File: src/rtl/column_shift_loader_if.sv
// Bus between the stimulus source and the per-column serial loader:
// shift/preload/clear controls in, column image and window handshake out.
interface column_shift_loader_if #(
  parameter int unsigned N = 4
);
  localparam int unsigned COLS  = 2 * N - 1;
  localparam int unsigned TOTAL = N * N;
  localparam int unsigned CW    = $clog2(N + 1);

  logic             clr;
  logic             en;
  logic             in_ready;
  logic [COLS-1:0]  ser_in;
  logic             par_load;
  logic [TOTAL-1:0] par_in;
  logic [TOTAL-1:0] cols_out;
  logic             out_valid;
  logic             out_ready;
  logic [CW-1:0]    fill_cnt;

  modport slave (
    input  clr, en, ser_in, par_load, par_in, out_ready,
    output in_ready, cols_out, out_valid, fill_cnt
  );

  modport master (
    output clr, en, ser_in, par_load, par_in, out_ready,
    input  in_ready, cols_out, out_valid, fill_cnt
  );
endinterface

File: src/rtl/column_shift_loader.sv
// Per-column serial loader with triangular column heights, preload, fill
// tracking and a sliding (MODE=0) or block (MODE=1) output window.
module column_shift_loader #(
  parameter int unsigned N    = 4,
  parameter int unsigned MODE = 0
) (
  input logic                 clk,
  input logic                 rst,
  column_shift_loader_if.slave bus
);
  localparam int unsigned COLS  = 2 * N - 1;
  localparam int unsigned TOTAL = N * N;
  localparam int unsigned CW    = $clog2(N + 1);
  localparam logic [CW-1:0] FULL = CW'(N);

  function automatic int unsigned col_h(input int unsigned c);
    return (c + 1 < COLS - c) ? c + 1 : COLS - c;
  endfunction

  function automatic int unsigned col_off(input int unsigned c);
    int unsigned o;
    o = 0;
    for (int unsigned k = 0; k < c; k++) o += col_h(k);
    return o;
  endfunction

  function automatic logic [TOTAL-1:0] base_mask();
    logic [TOTAL-1:0] m;
    m = '0;
    for (int unsigned c = 0; c < COLS; c++) m[col_off(c)] = 1'b1;
    return m;
  endfunction

  function automatic logic [TOTAL-1:0] spread(input logic [COLS-1:0] s);
    logic [TOTAL-1:0] v;
    v = '0;
    for (int unsigned c = 0; c < COLS; c++) v[col_off(c)] = s[c];
    return v;
  endfunction

  localparam logic [TOTAL-1:0] BASE = base_mask();

  logic [TOTAL-1:0] data_q, data_d;
  logic [CW-1:0]    fill_q, fill_d;
  logic             valid;
  logic             in_rdy;
  logic             fire;
  logic             hs;
  logic [TOTAL-1:0] shifted;

  assign valid  = (fill_q == FULL);
  assign in_rdy = (MODE == 0) ? 1'b1 : (!valid || bus.out_ready);
  assign fire   = bus.en && in_rdy;
  assign hs     = (MODE != 0) && valid && bus.out_ready;

  // Columns are contiguous, so one left shift of the whole image moves every
  // column up by one; each column's bottom bit is then replaced by its serial
  // input, which also discards the bit spilled from the column below.
  assign shifted = ((data_q << 1) & ~BASE) | spread(bus.ser_in);

  always_comb begin
    data_d = data_q;
    fill_d = fill_q;
    if (bus.clr) begin
      data_d = '0;
      fill_d = '0;
    end else if (bus.par_load) begin
      data_d = bus.par_in;
      fill_d = FULL;
    end else begin
      if (fire) data_d = shifted;
      if (hs)                         fill_d = fire ? CW'(1) : '0;
      else if (fire && fill_q != FULL) fill_d = fill_q + 1'b1;
    end
  end

  always_ff @(posedge clk) begin
    if (rst) begin
      data_q <= '0;
      fill_q <= '0;
    end else begin
      data_q <= data_d;
      fill_q <= fill_d;
    end
  end

  assign bus.in_ready  = in_rdy;
  assign bus.cols_out  = data_q;
  assign bus.out_valid = valid;
  assign bus.fill_cnt  = fill_q;
endmodule
File: src/flat_wrapper.sv
// flat-port wrapper written by rule: the top's interface ports become plain ports
module column_shift_loader_flat 
#(
  parameter int unsigned N    = 4,
  parameter int unsigned MODE = 0
)
  (clk, rst, bus_clr, bus_en, bus_ser_in, bus_par_load, bus_par_in, bus_out_ready, bus_in_ready, bus_cols_out, bus_out_valid, bus_fill_cnt);
  column_shift_loader_if #(.N(N)) bus_i ();
  input logic clk;
  input logic rst;
  input wire logic [$bits(bus_i.clr)-1:0] bus_clr;
  input wire logic [$bits(bus_i.en)-1:0] bus_en;
  input wire logic [$bits(bus_i.ser_in)-1:0] bus_ser_in;
  input wire logic [$bits(bus_i.par_load)-1:0] bus_par_load;
  input wire logic [$bits(bus_i.par_in)-1:0] bus_par_in;
  input wire logic [$bits(bus_i.out_ready)-1:0] bus_out_ready;
  output wire logic [$bits(bus_i.in_ready)-1:0] bus_in_ready;
  output wire logic [$bits(bus_i.cols_out)-1:0] bus_cols_out;
  output wire logic [$bits(bus_i.out_valid)-1:0] bus_out_valid;
  output wire logic [$bits(bus_i.fill_cnt)-1:0] bus_fill_cnt;
  assign bus_i.clr = bus_clr;
  assign bus_i.en = bus_en;
  assign bus_i.ser_in = bus_ser_in;
  assign bus_i.par_load = bus_par_load;
  assign bus_i.par_in = bus_par_in;
  assign bus_i.out_ready = bus_out_ready;
  assign bus_in_ready = bus_i.in_ready;
  assign bus_cols_out = bus_i.cols_out;
  assign bus_out_valid = bus_i.out_valid;
  assign bus_fill_cnt = bus_i.fill_cnt;
  column_shift_loader #(.N(N), .MODE(MODE)) u_core (.clk(clk), .rst(rst), .bus(bus_i));
endmodule
File: config.mk
export PLATFORM = sky130hd
export DESIGN_NAME = column_shift_loader_flat
export DESIGN_NICKNAME = d
export VERILOG_FILES = /design/src/rtl/column_shift_loader_if.sv /design/src/rtl/column_shift_loader.sv /design/src/flat_wrapper.sv
export SDC_FILE = /design/constraint.sdc
export NUM_CORES = 1
export LEC_CHECK = 0
export CAP_MARGIN = 25
export CORE_MARGIN = 2
export CORE_UTILIZATION = 42
export DETAILED_ROUTE_END_ITERATION = 8
export PLACE_DENSITY = 0.83
export SKIP_CTS_REPAIR_TIMING = 1
export SLEW_MARGIN = 30
export SYNTH_ARGS = -nofsm -noshare
export SYNTH_HDL_FRONTEND = slang
export SYNTH_SLANG_ARGS = --single-unit
File: constraint.sdc
create_clock -name clk -period 2.9 [get_ports clk]
set_input_delay 0.58 -clock clk [delete_from_list [all_inputs] [get_ports clk]]
set_output_delay 0.58 -clock clk [all_outputs]
set_load 0.05 [all_outputs]
==> insert_results.sql <==
INSERT INTO impl_metrics (metric_group, metric, value, unit) VALUES
('run_status', 'result_of_the_run', 'finished clean', ''),
('timing', 'number_of_pins_with_negative_max_slew_slack_in_the_final_report', '0', ''),
('timing', 'post-route-worst-setup-slack', '0.4713', 'ns'),
('job', 'maxCapViolCount', '0', ''),
('logic_synthesis', 'yosys_warnings', '0', ''),
('pwr', 'pwr_density_cell', '382.4', 'mW/mm^2'),
('detailed_routing', 'drt-pass1-iter-count', '2', ''),
('setup_path', 'cp.buffers_inverters', '2', ''),
('finish', 'syn_to_final_growth', '48.43', '%'),
('worst_hold_path', 'worstHoldPathCells', '2', ''),
('placed_design', 'dpl.cell_count', '159', ''),
('floorplan', 'io_pins', '50', ''),
('finish', 'final_net_count', '167', ''),
('pwr', 'ir_drop', '0.2824', 'mV'),
('detailed_routing', 'vias_per_cell', '4.748', ''),
('placed_design', 'place_congestion', '0.6772', ''),
('setup_path', 'worst_r2r_path_depth', '5', ''),
('floorplan', 'core.rowCount', '17', ''),
('setup_path', 'worst-endpoint-required', '2.32', 'ns'),
('setup_path', 'setup.worst_path.class', 'reg2out', ''),
('timing', 'worst_slew_margin_rel', '0.6451', ''),
('logic_synthesis', 'top_area_cell_type_share_of_the_netlist_area', '0.3814', ''),
('clocking', 'clk-insertion-delay-late', '0.28', 'ns'),
('logic_synthesis', 'yosys.cell_types.count', '20', ''),
('setup_path', 'worst_path_largest_cell_delay', '0.79', 'ns'),
('placed_design', 'place.port_buffers', '47', ''),
('detailed_routing', 'avgRoutedWirePerCell', '13.07', 'um'),
('logic_synthesis', 'post-synth-top-area-cell', 'sky130_fd_sc_hd__dfxtp_1', ''),
('setup_path', 'worst_r2r_startpoint', 'u_core.bus.fill_cnt[0]', ''),
('floorplan', 'chipWidth', '52.73', 'um'),
('timing', 'hold_viol', '0', ''),
('setup_path', 'reg2reg_setup_slack', '1.61', 'ns'),
('timing', 'finClkSkew', '0.002371', 'ns'),
('detailed_routing', 'highest_metal_used', 'met4', ''),
('setup_path', 'cp_cell_sequence', 'inv_1 > ha_1 > and2_1 > clkdlybuf4s50_1', ''),
('finish', 'num_antenna_cells', '0', ''),
('timing', 'max_freq', '411.7', 'MHz'),
('setup_path', 'worst_ep_arrival_time', '1.85', 'ns'),
('finish', 'final_layout_size_suffix_gt1_frac', '0.1704', ''),
('detailed_routing', 'met3WireLength', '113', 'um'),
('floorplan', 'die_outline_area', '0.002780', 'mm^2'),
('clocking', 'clock_sinks', '19', ''),
('timing', 'max_slew.worst_pin.slew', '0.5306', 'ns'),
('clocking', 'h_tree_levels', '1', ''),
('clocking', 'cts_tree', 'done', ''),
('setup_path', 'crit_path_start_kind', 'flop', ''),
('detailed_routing', 'route.antenna.remaining_nets', '0', ''),
('logic_synthesis', 'synth_fp_nets', '120', ''),
('clocking', 'clk_pin_slew_worst_paths', '0.10', 'ns'),
('clocking', 'clock_tree.buffer_depth', '2', ''),
('detailed_routing', 'vias', '774', ''),
('global_routing', 'grtUsageTotal', '0.1834', ''),
('pwr', 'totalPowerFinal', '566.0', 'uW'),
('logic_synthesis', 'ys_ff_latch', '19', ''),
('detailed_routing', 'initial_detailed_routing_violation_count', '1', ''),
('placed_design', 'placedInstanceArea', '0.001454', 'mm^2'),
('timing', 'setup_violations', '0', ''),
('global_routing', 'grt_max_degree', '21', ''),
('detailed_routing', 'drcViolationCount', '0', ''),
('clocking', 'cts_root_buf', 'sky130_fd_sc_hd__clkbuf_4', ''),
('logic_synthesis', 'avgSynthCellArea', '11.20', 'um^2'),
('setup_path', 'critical-path-slowest-cell', 'sky130_fd_sc_hd__clkdlybuf4s50_1', ''),
('worst_hold_path', 'timing.hold.worst_endpoint', 'u_core.bus.fill_cnt[1]', ''),
('logic_synthesis', 'synthesis.instances', '89', ''),
('timing', 'post-route-min-period', '2.429', 'ns'),
('floorplan', 'core', '0.002233', 'mm^2'),
('clocking', 'cts_made_buffers', '3', ''),
('detailed_routing', 'met2_length', '1110', 'um'),
('detailed_routing', 'route.layer.met1.wl', '875', 'um'),
('logic_synthesis', 'synth.cell_area', '997.2', 'um^2'),
('global_routing', 'gr-total-overflow', '0', '');
[worst reg2reg max path: stages (launching register included)]
cell and delay (ns):
sky130_fd_sc_hd__dfxtp_1 0.41, sky130_fd_sc_hd__inv_1 0.07, sky130_fd_sc_hd__ha_1 0.24, sky130_fd_sc_hd__a21boi_4 0.20, sky130_fd_sc_hd__mux2i_1 0.21, sky130_fd_sc_hd__nor3_1 0.06
[sequential cells by signal, indices dropped and copies added (netlist names)]
register	flops
u_core.bus.fill_cnt	3
u_core.bus.cols_out	16
[how the worst max path moves through the flow]
stage | start | end | slack, ns | depth (start not counted)
final | u_core.bus.fill_cnt[0] | bus_out_valid | 0.47 | 4
after global routing | u_core.bus.fill_cnt[0] | bus_out_valid | 0.38 | 4
after detailed placement | u_core.bus.fill_cnt[0] | bus_out_valid | 0.78 | 4
after floorplan | u_core.bus.fill_cnt[0] | bus_out_valid | 0.99 | 3
after global placement | u_core.bus.fill_cnt[0] | bus_out_valid | 0.81 | 4
after CTS | u_core.bus.fill_cnt[0] | bus_out_valid | 0.44 | 4
[metal layers]
layer  global-route usage  vias up
li1                     -      393
met1               0.1990      353
met2               0.3458       24
met3              0.03714        4
met4              0.06410        0
met5                    0        -
[synthesized netlist by cell type (all sizes together)]
master	n
ha	2
buf	7
mux2	16
nor2b	1
a21boi	1
inv	2
conb	1
mux2i	17
nor2	16
a211oi	1
and2	1
xnor2	1
or2	1
nor3	2
a311oi	1
dfxtp	19
[stage by stage]
step	hold slack (ns)	utilization
floorplan	0.7268	-
global placement	0.5486	0.6510
detailed placement	0.5736	0.6510
CTS	0.5931	0.6627
global route	0.6311	0.6627
finish	0.5810	0.6627
[cells by family (layout without fill, tap and decap cells)]
| kind of cell | after synthesis | in the layout | synth area share |
|---|---|---|---|
| AOI/OAI and AO/OA | 3 | 3 | 0.03514 |
| xor gates and xnor gates | 1 | 1 | 0.008785 |
| adders and majority gates | 2 | 2 | 0.02509 |
| buffers and inverters | 9 | 55 | 0.07152 |
| DFF | 19 | 19 | 0.3814 |
| muxes | 33 | 33 | 0.3852 |
| other | 1 | 1 | 0.003761 |
| and+or+nand+nor | 21 | 21 | 0.08910 |
[placed cells by master (no fill, tap or decap), types with 2 or more instances in the layout]
cell / synthesis / final
sky130_fd_sc_hd__mux2_2: 7 / 7
sky130_fd_sc_hd__nor2_1: 16 / 16
sky130_fd_sc_hd__buf_4: 3 / 2
sky130_fd_sc_hd__nor3_1: 2 / 2
sky130_fd_sc_hd__clkdlybuf4s50_1: 0 / 47
sky130_fd_sc_hd__mux2i_1: 17 / 17
sky130_fd_sc_hd__inv_1: 2 / 2
sky130_fd_sc_hd__dfxtp_1: 19 / 19
sky130_fd_sc_hd__mux2_4: 9 / 9
sky130_fd_sc_hd__ha_1: 2 / 2
sky130_fd_sc_hd__clkbuf_4: 0 / 3
[where the power goes]
group          leakage (nW)  internal [mW]  switching [mW]
Combinational         0.457         0.0830          0.0759
Clock                0.0150         0.0533          0.0757
Sequential            0.155          0.271         0.00731
Total                 0.627          0.407           0.159
[final cells by class]
type | count | area (um^2)
clock buffers | 4 | 26.28
flip-flops and latches | 19 | 380.4
fillers | 187 | 753.2
repair buffers | 49 | 485.5
inverters | 2 | 7.507
well taps | 28 | 35.03
multi-input cells | 61 | 545.5
No activity file was read; power rests on OpenSTA's default activity.
